`config.mk`:
```
export PLATFORM = sky130hd
export DESIGN_NAME = spi_master_64bit
export DESIGN_NICKNAME = d
export VERILOG_FILES = /design/src/rtl/spi_pkg.sv /design/src/rtl/spi_half_period_timer.sv /design/src/rtl/spi_master_64bit.sv
export SDC_FILE = /design/constraint.sdc
export NUM_CORES = 1
export LEC_CHECK = 0
export BUFFER_PORTS_ARGS = -buffer_cell sky130_fd_sc_hd__buf_2
export CORE_ASPECT_RATIO = 1.2
export CORE_MARGIN = 1.5
export CORE_UTILIZATION = 45
export DETAILED_ROUTE_END_ITERATION = 8
export PLACE_DENSITY_LB_ADDON = 0.15
export SLEW_MARGIN = 10
export SYNTH_ARGS = -nofsm -noshare
export SYNTH_HDL_FRONTEND = slang
export SYNTH_SLANG_ARGS = --single-unit
```
`constraint.sdc`:
```
create_clock -name clk -period 6.8 [get_ports clk]
set_input_delay 0.68 -clock clk [delete_from_list [all_inputs] [get_ports clk]]
set_output_delay 0.68 -clock clk [all_outputs]
set_load 0.05 [all_outputs]
```
`src/rtl/spi_pkg.sv`:
```
// Shared constants and FSM state encoding for the 64-bit SPI initiator.
package spi_pkg;
    localparam int FRAME_BITS = 64;
    localparam int OPERAND_W  = 32;
    localparam int HALVES_W   = 8;

    typedef enum logic [2:0] {IDLE, LOW, HIGH, TAIL, GAP} spi_state_e;
endpackage

```
`src/rtl/spi_half_period_timer.sv`:
```
// Loadable down-counter: expire is high in the last cycle of an interval of
// halves*HALF_PERIOD_CYCLES cycles that starts the cycle after load.
module spi_half_period_timer
    import spi_pkg::*;
#(
    parameter int HALF_PERIOD_CYCLES = 5
) (
    input  logic                clk,
    input  logic                rst,
    input  logic                load,
    input  logic [HALVES_W-1:0] halves,
    output logic                expire
);
    localparam int CW = $clog2(HALF_PERIOD_CYCLES + 1);
    localparam logic [CW-1:0] HP_LAST = CW'(HALF_PERIOD_CYCLES - 1);

    logic [CW-1:0]       cyc_cnt;
    logic [HALVES_W-1:0] half_cnt;

    assign expire = (cyc_cnt == '0) && (half_cnt == '0);

    // Holds at zero once expired until the FSM reloads it.
    always_ff @(posedge clk or posedge rst) begin
        if (rst) begin
            cyc_cnt  <= '0;
            half_cnt <= '0;
        end else if (load) begin
            cyc_cnt  <= HP_LAST;
            half_cnt <= halves - HALVES_W'(1);
        end else if (!expire) begin
            if (cyc_cnt == '0) begin
                cyc_cnt  <= HP_LAST;
                half_cnt <= half_cnt - HALVES_W'(1);
            end else begin
                cyc_cnt <= cyc_cnt - CW'(1);
            end
        end
    end
endmodule

```
`src/rtl/spi_master_64bit.sv`:
```
// SPI mode-0 initiator: one 64-bit frame out on PICO, 64-bit result in on POCI.
// Define SPI_MASTER_LOOPBACK_EN to feed the rx path from SPI_PICO instead of SPI_POCI.
module spi_master_64bit
    import spi_pkg::*;
#(
    parameter int HALF_PERIOD_CYCLES = 5,
    parameter int TAIL_HALF_PERIODS  = 2,
    parameter int GAP_HALF_PERIODS   = 1
) (
    input  logic                  clk,
    input  logic                  rst,
    input  logic                  start,
    input  logic [OPERAND_W-1:0]  operand1,
    input  logic [OPERAND_W-1:0]  operand2,
    output logic                  busy,
    output logic                  done,
    output logic [FRAME_BITS-1:0] result,
    output logic                  SPI_CLK,
    output logic                  SPI_PICO,
    output logic                  SPI_CS,
    input  logic                  SPI_POCI
);
    spi_state_e state, state_n;

    logic                  tmr_load, expire;
    logic [HALVES_W-1:0]   tmr_halves;
    logic                  accept, rise, sample, shift, finish, gap_end;
    logic [FRAME_BITS-1:0] tx, rx;
    logic [5:0]            bit_cnt;
    logic [1:0]            poci_sync;
    logic                  sample_d;
    logic                  rx_src;

`ifdef SPI_MASTER_LOOPBACK_EN
    assign rx_src = SPI_PICO;
`else
    assign rx_src = SPI_POCI;
`endif

    // PICO is the tx MSB flop itself, so it holds after the last bit and clears on reset.
    assign SPI_PICO = tx[FRAME_BITS-1];

    spi_half_period_timer #(.HALF_PERIOD_CYCLES(HALF_PERIOD_CYCLES)) u_timer (
        .clk    (clk),
        .rst    (rst),
        .load   (tmr_load),
        .halves (tmr_halves),
        .expire (expire)
    );

    always_ff @(posedge clk or posedge rst) begin
        if (rst) state <= IDLE;
        else     state <= state_n;
    end

    always_comb begin
        state_n    = state;
        tmr_load   = 1'b0;
        tmr_halves = HALVES_W'(1);
        accept     = 1'b0;
        rise       = 1'b0;
        sample     = 1'b0;
        shift      = 1'b0;
        finish     = 1'b0;
        gap_end    = 1'b0;
        unique case (state)
            IDLE: if (start) begin
                state_n  = LOW;
                tmr_load = 1'b1;
                accept   = 1'b1;
            end
            LOW: if (expire) begin
                state_n  = HIGH;
                tmr_load = 1'b1;
                rise     = 1'b1;
            end
            HIGH: if (expire) begin
                sample   = 1'b1;
                tmr_load = 1'b1;
                if (bit_cnt == 6'd63) begin
                    state_n    = TAIL;
                    tmr_halves = HALVES_W'(TAIL_HALF_PERIODS);
                end else begin
                    state_n = LOW;
                    shift   = 1'b1;
                end
            end
            TAIL: if (expire) begin
                state_n    = GAP;
                tmr_load   = 1'b1;
                tmr_halves = HALVES_W'(GAP_HALF_PERIODS);
                finish     = 1'b1;
            end
            GAP: if (expire) begin
                state_n = IDLE;
                gap_end = 1'b1;
            end
            default: state_n = IDLE;
        endcase
    end

    // The rx shift lands one cycle after the SCLK fall so that the second sync
    // stage reflects the pin as it was during the high phase, even with H=1.
    always_ff @(posedge clk or posedge rst) begin
        if (rst) begin
            poci_sync <= '0;
            sample_d  <= 1'b0;
            tx        <= '0;
            rx        <= '0;
            bit_cnt   <= '0;
            SPI_CS    <= 1'b1;
            SPI_CLK   <= 1'b0;
            busy      <= 1'b0;
            done      <= 1'b0;
            result    <= '0;
        end else begin
            poci_sync <= {poci_sync[0], rx_src};
            sample_d  <= sample;
            done      <= 1'b0;
            if (sample_d) rx <= {rx[FRAME_BITS-2:0], poci_sync[1]};
            if (accept) begin
                tx      <= {operand1, operand2};
                rx      <= '0;
                bit_cnt <= '0;
                SPI_CS  <= 1'b0;
                SPI_CLK <= 1'b0;
                busy    <= 1'b1;
            end
            if (rise) SPI_CLK <= 1'b1;
            if (sample) begin
                SPI_CLK <= 1'b0;
                if (shift) begin
                    bit_cnt <= bit_cnt + 6'd1;
                    tx      <= {tx[FRAME_BITS-2:0], 1'b0};
                end
            end
            if (finish) begin
                SPI_CS <= 1'b1;
                result <= rx;
                done   <= 1'b1;
            end
            if (gap_end) busy <= 1'b0;
        end
    end
endmodule
```
# Word-level counts from Yosys, hierarchy flattened
# Index checks and enable logic that the tools add are counted.
dict set report word_totals {
  input_bits 68
  wordCells 82
  latch_bits 0
  ramBits 0
  rom_bits 0
  mem_count 0
  regBits 219
}
dict set report classes {
  mul 0
  shift 0
  mux 42
  n_bitwise 0
  div 0
  n_reduce_logical 12
  eq_ne 11
  n_addsub 4
  order_cmp 0
}
# operator count
set ops {}
lappend ops {{$mux 64} 5}
lappend ops {{$mux 3} 8}
lappend ops {{$mux 8} 3}
lappend ops {{$mux 6} 3}
lappend ops {{$mux 1} 17}
lappend ops {{$pmux 3 s5} 1}
lappend ops {{$ne 2x2->1 const B} 6}
lappend ops {{$logic_not 8->1} 1}
lappend ops {{$mux 2} 4}
lappend ops {{$reduce_bool 2->1} 4}
lappend ops {{$sub 8x1->8 const B} 1}
lappend ops {{$add 6x1->6 const B} 1}
lappend ops {{$eq 3x2->1 const B} 2}
lappend ops {{$eq 6x6->1 const B} 1}
lappend ops {{$logic_not 3->1} 2}
lappend ops {{$reduce_and 5->1} 1}
lappend ops {{$eq 3x1->1 const B} 1}
lappend ops {{$eq 3x3->1 const B} 1}
lappend ops {{$reduce_bool 3->1} 1}
lappend ops {{$reduce_or 3->1} 1}
lappend ops {{$sub 2x1->3 const B} 1}
lappend ops {{$sub 3x1->3 const B} 1}
lappend ops {{$pmux 1 s2} 1}
lappend ops {{$reduce_and 2->1} 1}
lappend ops {{$logic_and 1x1->1} 1}

# Depth between registers and ports, before layout
dict set report logic_depth {
  word_depth 6
  depth_mapped 8
  ltp_nobuf 7
}

# Cells and area by module
# Synthesis repeated with hierarchy kept, for this count alone.
dict set report unflattened {
  cells_unflattened 782
  hier_area_um2 9147.5
}
# module area_each_um2 cells_each n_inst seq_area_each_um2
set modules_own_cells {}
lappend modules_own_cells {spi_master_64bit 8374.3 700 1 5206.2}
lappend modules_own_cells {spi_half_period_timer 773.2 82 1 275.3}

# Worst setup path after synthesis
# Ideal clock, no wire load.
dict set report synth_path {
  path_kind {register to register}
  start {reg u_timer.half_cnt[0]}
  end {reg result[10]}
  t_required_ns 6.673
  path_slack_ns 4.701
  period_less_slack_ns 2.099
  t_arrival_ns 1.972
  path_buffers 2
  setup_time_ns 0.127
  stages_incl_launch_ff 9
  path_cell_list {dfrtp_1 inv_1 ha_1 nor3b_2 nand2_2 nor2_1 buf_4 buf_6 mux2_1}
}
dict set report synth_via {
  elab_chain_len 4
}
# item line
set synth_lines {}
lappend synth_lines {{start: declaration} spi_half_period_timer.sv:18} ;# logic [HALVES_W-1:0] half_cnt;
lappend synth_lines {{start signal: assignment} spi_half_period_timer.sv:29} ;# half_cnt <= halves - HALVES_W'(1);
lappend synth_lines {{start signal: assignment} spi_half_period_timer.sv:33} ;# half_cnt <= half_cnt - HALVES_W'(1);
lappend synth_lines {{$logic_not 8->1} spi_half_period_timer.sv:20} ;# assign expire = (cyc_cnt == '0) && (half_cnt == '0);
lappend synth_lines {{$logic_and 1x1->1} spi_half_period_timer.sv:20}
lappend synth_lines {{$mux 1} spi_master_64bit.sv:88} ;# TAIL: if (expire) begin
lappend synth_lines {{$mux 1} spi_master_64bit.sv:66} ;# unique case (state)
lappend synth_lines {{end signal: assignment} spi_master_64bit.sv:139} ;# result <= rx;
lappend synth_lines {{end: declaration} spi_master_64bit.sv:17} ;# output logic [FRAME_BITS-1:0] result,
# Every way passes these cells.
# A chain may end at the register's enable or synchronous reset.

# Worst setup path in the final report
dict set report layout_path {
  start {reg u_timer.half_cnt[0]}
  end {reg result[49]}
}
# Same word-level chain as after synthesis.

==> flow_metrics.tcl <==
set metrics [dict create \
    rows 56 \
    syn_area_per_cell_um2 13.14 \
    critPathRequiredTime_ps 7190 \
    synth-edff-count 0 \
    timing.critical_path.slowest_cell_delay_ps 640 \
    dpl.hpwl_mm 10.52 \
    cts_num_sinks 219 \
    timing.critical_path.fanout_max 66 \
    worstSetupStartpoint "u_timer.half_cnt[0]$_DFFE_PP0P_" \
    hold_path.class "input port to flip-flop" \
    first_global_vias 5963 \
    yosys.area.top_type "dfrtp_1" \
    post_synth_most_frequent_cells "dfrtp_1, nor2_1, mux2i_1" \
    critPathKind "flip-flop to flip-flop" \
    cellLeakagePower_nw 5.282 \
    clk_latency_ps 500 \
    via_per_inst 5.267 \
    cts_resized 0 \
    io_buffers 136 \
    groute.usage.overall 0.1624 \
    nets 887 \
    arrival_ps 3260 \
    hold_path.startpoint "SPI_POCI" \
    drive_above_1_share 0.2698 \
    detail_route.wirelength_mm 16.94 \
    finClkSkew_ps 13.80 \
    synth_most_common_cell "dfrtp_1" \
    synthesis.yosys.warnings 0 \
    antenna-diode-count 0 \
    drt_pre_antenna_iters 4 \
    clockBufferDepth 3 \
    power_density_nw_per_um2 343.4 \
    synth.cell_area_um2 9143 \
    cts_buffers 23 \
    max-vdd-ir-drop_uv 198.6 \
    final_antenna_net_count 0 \
    first_pass_grt_wire_length_mm 29.06 \
    initial_core_util 0.4627 \
    grt_start_max_net_pins 151 \
    flow.area_growth_from_synthesis_pct 17.48 \
    postSynth.asyncResetShare 1.000 \
    synth_fp_nets 766 \
    cp_slowest_cell "buf_4" \
    ordered_cell_list_for_the_critical_path "inv_1 > ha_1 > nor3b_2 > nand2_2 > nor2_4 > buf_4 > mux2_2" \
    cts_tree "yes" \
    die_h_um 159.1 \
    seq_area_frac_synth 0.5996 \
    period_share 0.4221 \
    r2r_cells 7 \
    setup_repair_after_global_routing_missed_its_margin "no" \
    num_vias 5767 \
    holdBufCountCts 0 \
    clk_pin_slew_ps 60 \
    grt_overflow 0 \
    worst_setup_path_start_kind "flip-flop" \
    worst_max_slew_pin_slew_ps 1022 \
    holdWs_ps 288.2 \
    timing.critical_path.to_type "flip-flop" \
    drv.max_cap_violation_count 0 \
    clk_root_buffer_cell "clkbuf_16" \
    htree_num_levels 1 \
    max_freq_ghz 0.3484 \
    ys.flop_type "dfrtp_1" \
    post_synth_num_cell_types 51 \
    dieArea_um2 21180 \
    synth.top_cell.area_share 0.5967 \
    remaining_drc_errors 0 \
    die-width_um 133.1 \
    synth.area.top_cells "dfrtp_1, mux2i_1, a221o_1" \
    timing.setup.tns_ps 0 \
    detail_route.iter0.violations 231 \
    status "finished clean" \
    pin_count 137 \
    placeableCoreArea_um2 19760 \
    timing.final.crit_period_ps 2870 \
    final_hold_violations 0 \
    cts_post_setup_buffers_inserted 0 \
    postSynthCellCount 696 \
    worst_slew_margin_relative_to_its_limit 0.3189 \
    r2r-start "u_timer.half_cnt[0]$_DFFE_PP0P_" \
    synth-seq-cells 219 \
    wl_per_cell_um 15.47 \
    r2r_setup_slack_ps 3930 \
    setup.worst_path.end "result[49]$_DFFE_PP0P_" \
    grt_antenna_before_repair 0 \
    maxSlewViolCount 0 \
    worstReg2RegEnd "result[49]$_DFFE_PP0P_" \
    final_wtd_congestion 0.7683 \
    report.final.setup_viol 0 \
]
-- critical path, delay by kind of cell, from the launching register on --
kind          cells  cell delay (ps)
simple gates      3              900
buf+inv           2              750
flops             1              420
mux               1              420
fa+ha+maj         1              190
-- layout by cell type, fill, tap and decap left out, types with 3 or more instances in the layout --
cell type and count:
dfrtp_1 217, buf_2 136, nor2_1 77, mux2i_1 69, and2_1 64, a221o_1 63, mux2_1 40, mux2_2 25
clkbuf_16 23, nand2_1 16, nand3_1 8, a21oi_1 8, o21ai_0 7, buf_4 7, clkinv_2 4, nor4_1 4
bufinv_16 4, clkinvlp_4 4, inv_1 3, clkbuf_1 3
-- metrics by stage --
stage	worst slack (ps)	power, W	cells	area [um2]	utilization
2_1_floorplan	128.9	0.002230	696	9143	-
3_3_place_gp	3999	0.002360	1053	9935	0.5028
3_5_place_dp	3908	0.002393	1053	9935	0.5028
4_1_cts	3961	0.003732	1095	10740	0.5436
5_1_grt	3750	0.003892	1095	10740	0.5436
6_report	3930	0.003689	1095	10740	0.5436
-- flip-flops by register name, indices dropped and copies added (netlist names) --
register and count:
sample_d 1, SPI_CS 1, tx 64, u_timer.half_cnt 8
done 1, state 3, bit_cnt 6, rx 64
poci_sync 2, busy 1, SPI_CLK 1, result 64
u_timer.cyc_cnt 3
-- area by class of cell --
class / instances / area, um2
fill: 1715 / 9019
sequential: 219 / 5485
multi-input combinational: 425 / 3362
timing repair buffer: 143 / 733.2
clock buffer: 28 / 614.3
tap: 261 / 326.6
clock inverter: 14 / 191.4
inverter: 5 / 27.53
-- where the power goes --
part | switching, W | internal [W] | total [W]
sequential | 0.000239 | 0.00161 | 0.00185
clock | 0.000515 | 0.000801 | 0.00132
combinational | 0.000246 | 0.000274 | 0.000520
total | 0.000999 | 0.00269 | 0.00369
-- cells by family after synthesis --
logic type / count (synthesis) / synth area share
flip-flops: 219 / 0.5996
adder cells (fa/ha/maj): 2 / 0.002737
AO/OA/AOI/OAI: 96 / 0.09402
buffers and inverters: 52 / 0.03435
AND/OR/NAND/NOR: 193 / 0.1137
multiplexers: 134 / 0.1556
-- worst min path at each step --
stage / end / cells after the start
floorplan: poci_sync[1]$_DFF_PP0_ / 0
global placement: poci_sync[1]$_DFF_PP0_ / 0
detailed placement: poci_sync[1]$_DFF_PP0_ / 0
CTS: poci_sync[0]$_DFF_PP0_ / 1
global route: poci_sync[0]$_DFF_PP0_ / 1
finish: poci_sync[0]$_DFF_PP0_ / 1
-- layer usage --
metal	global-route usage	vias to the layer above	wire [um]	part of all wire
met5	0	-	0	0
met4	0.04101	0	278	0.016
met3	0.03025	23	845	0.050
met2	0.2789	134	8373	0.49
met1	0.2127	2871	7442	0.44
li1	-	2739	-	-
No activity file was read; power rests on OpenSTA's default activity.
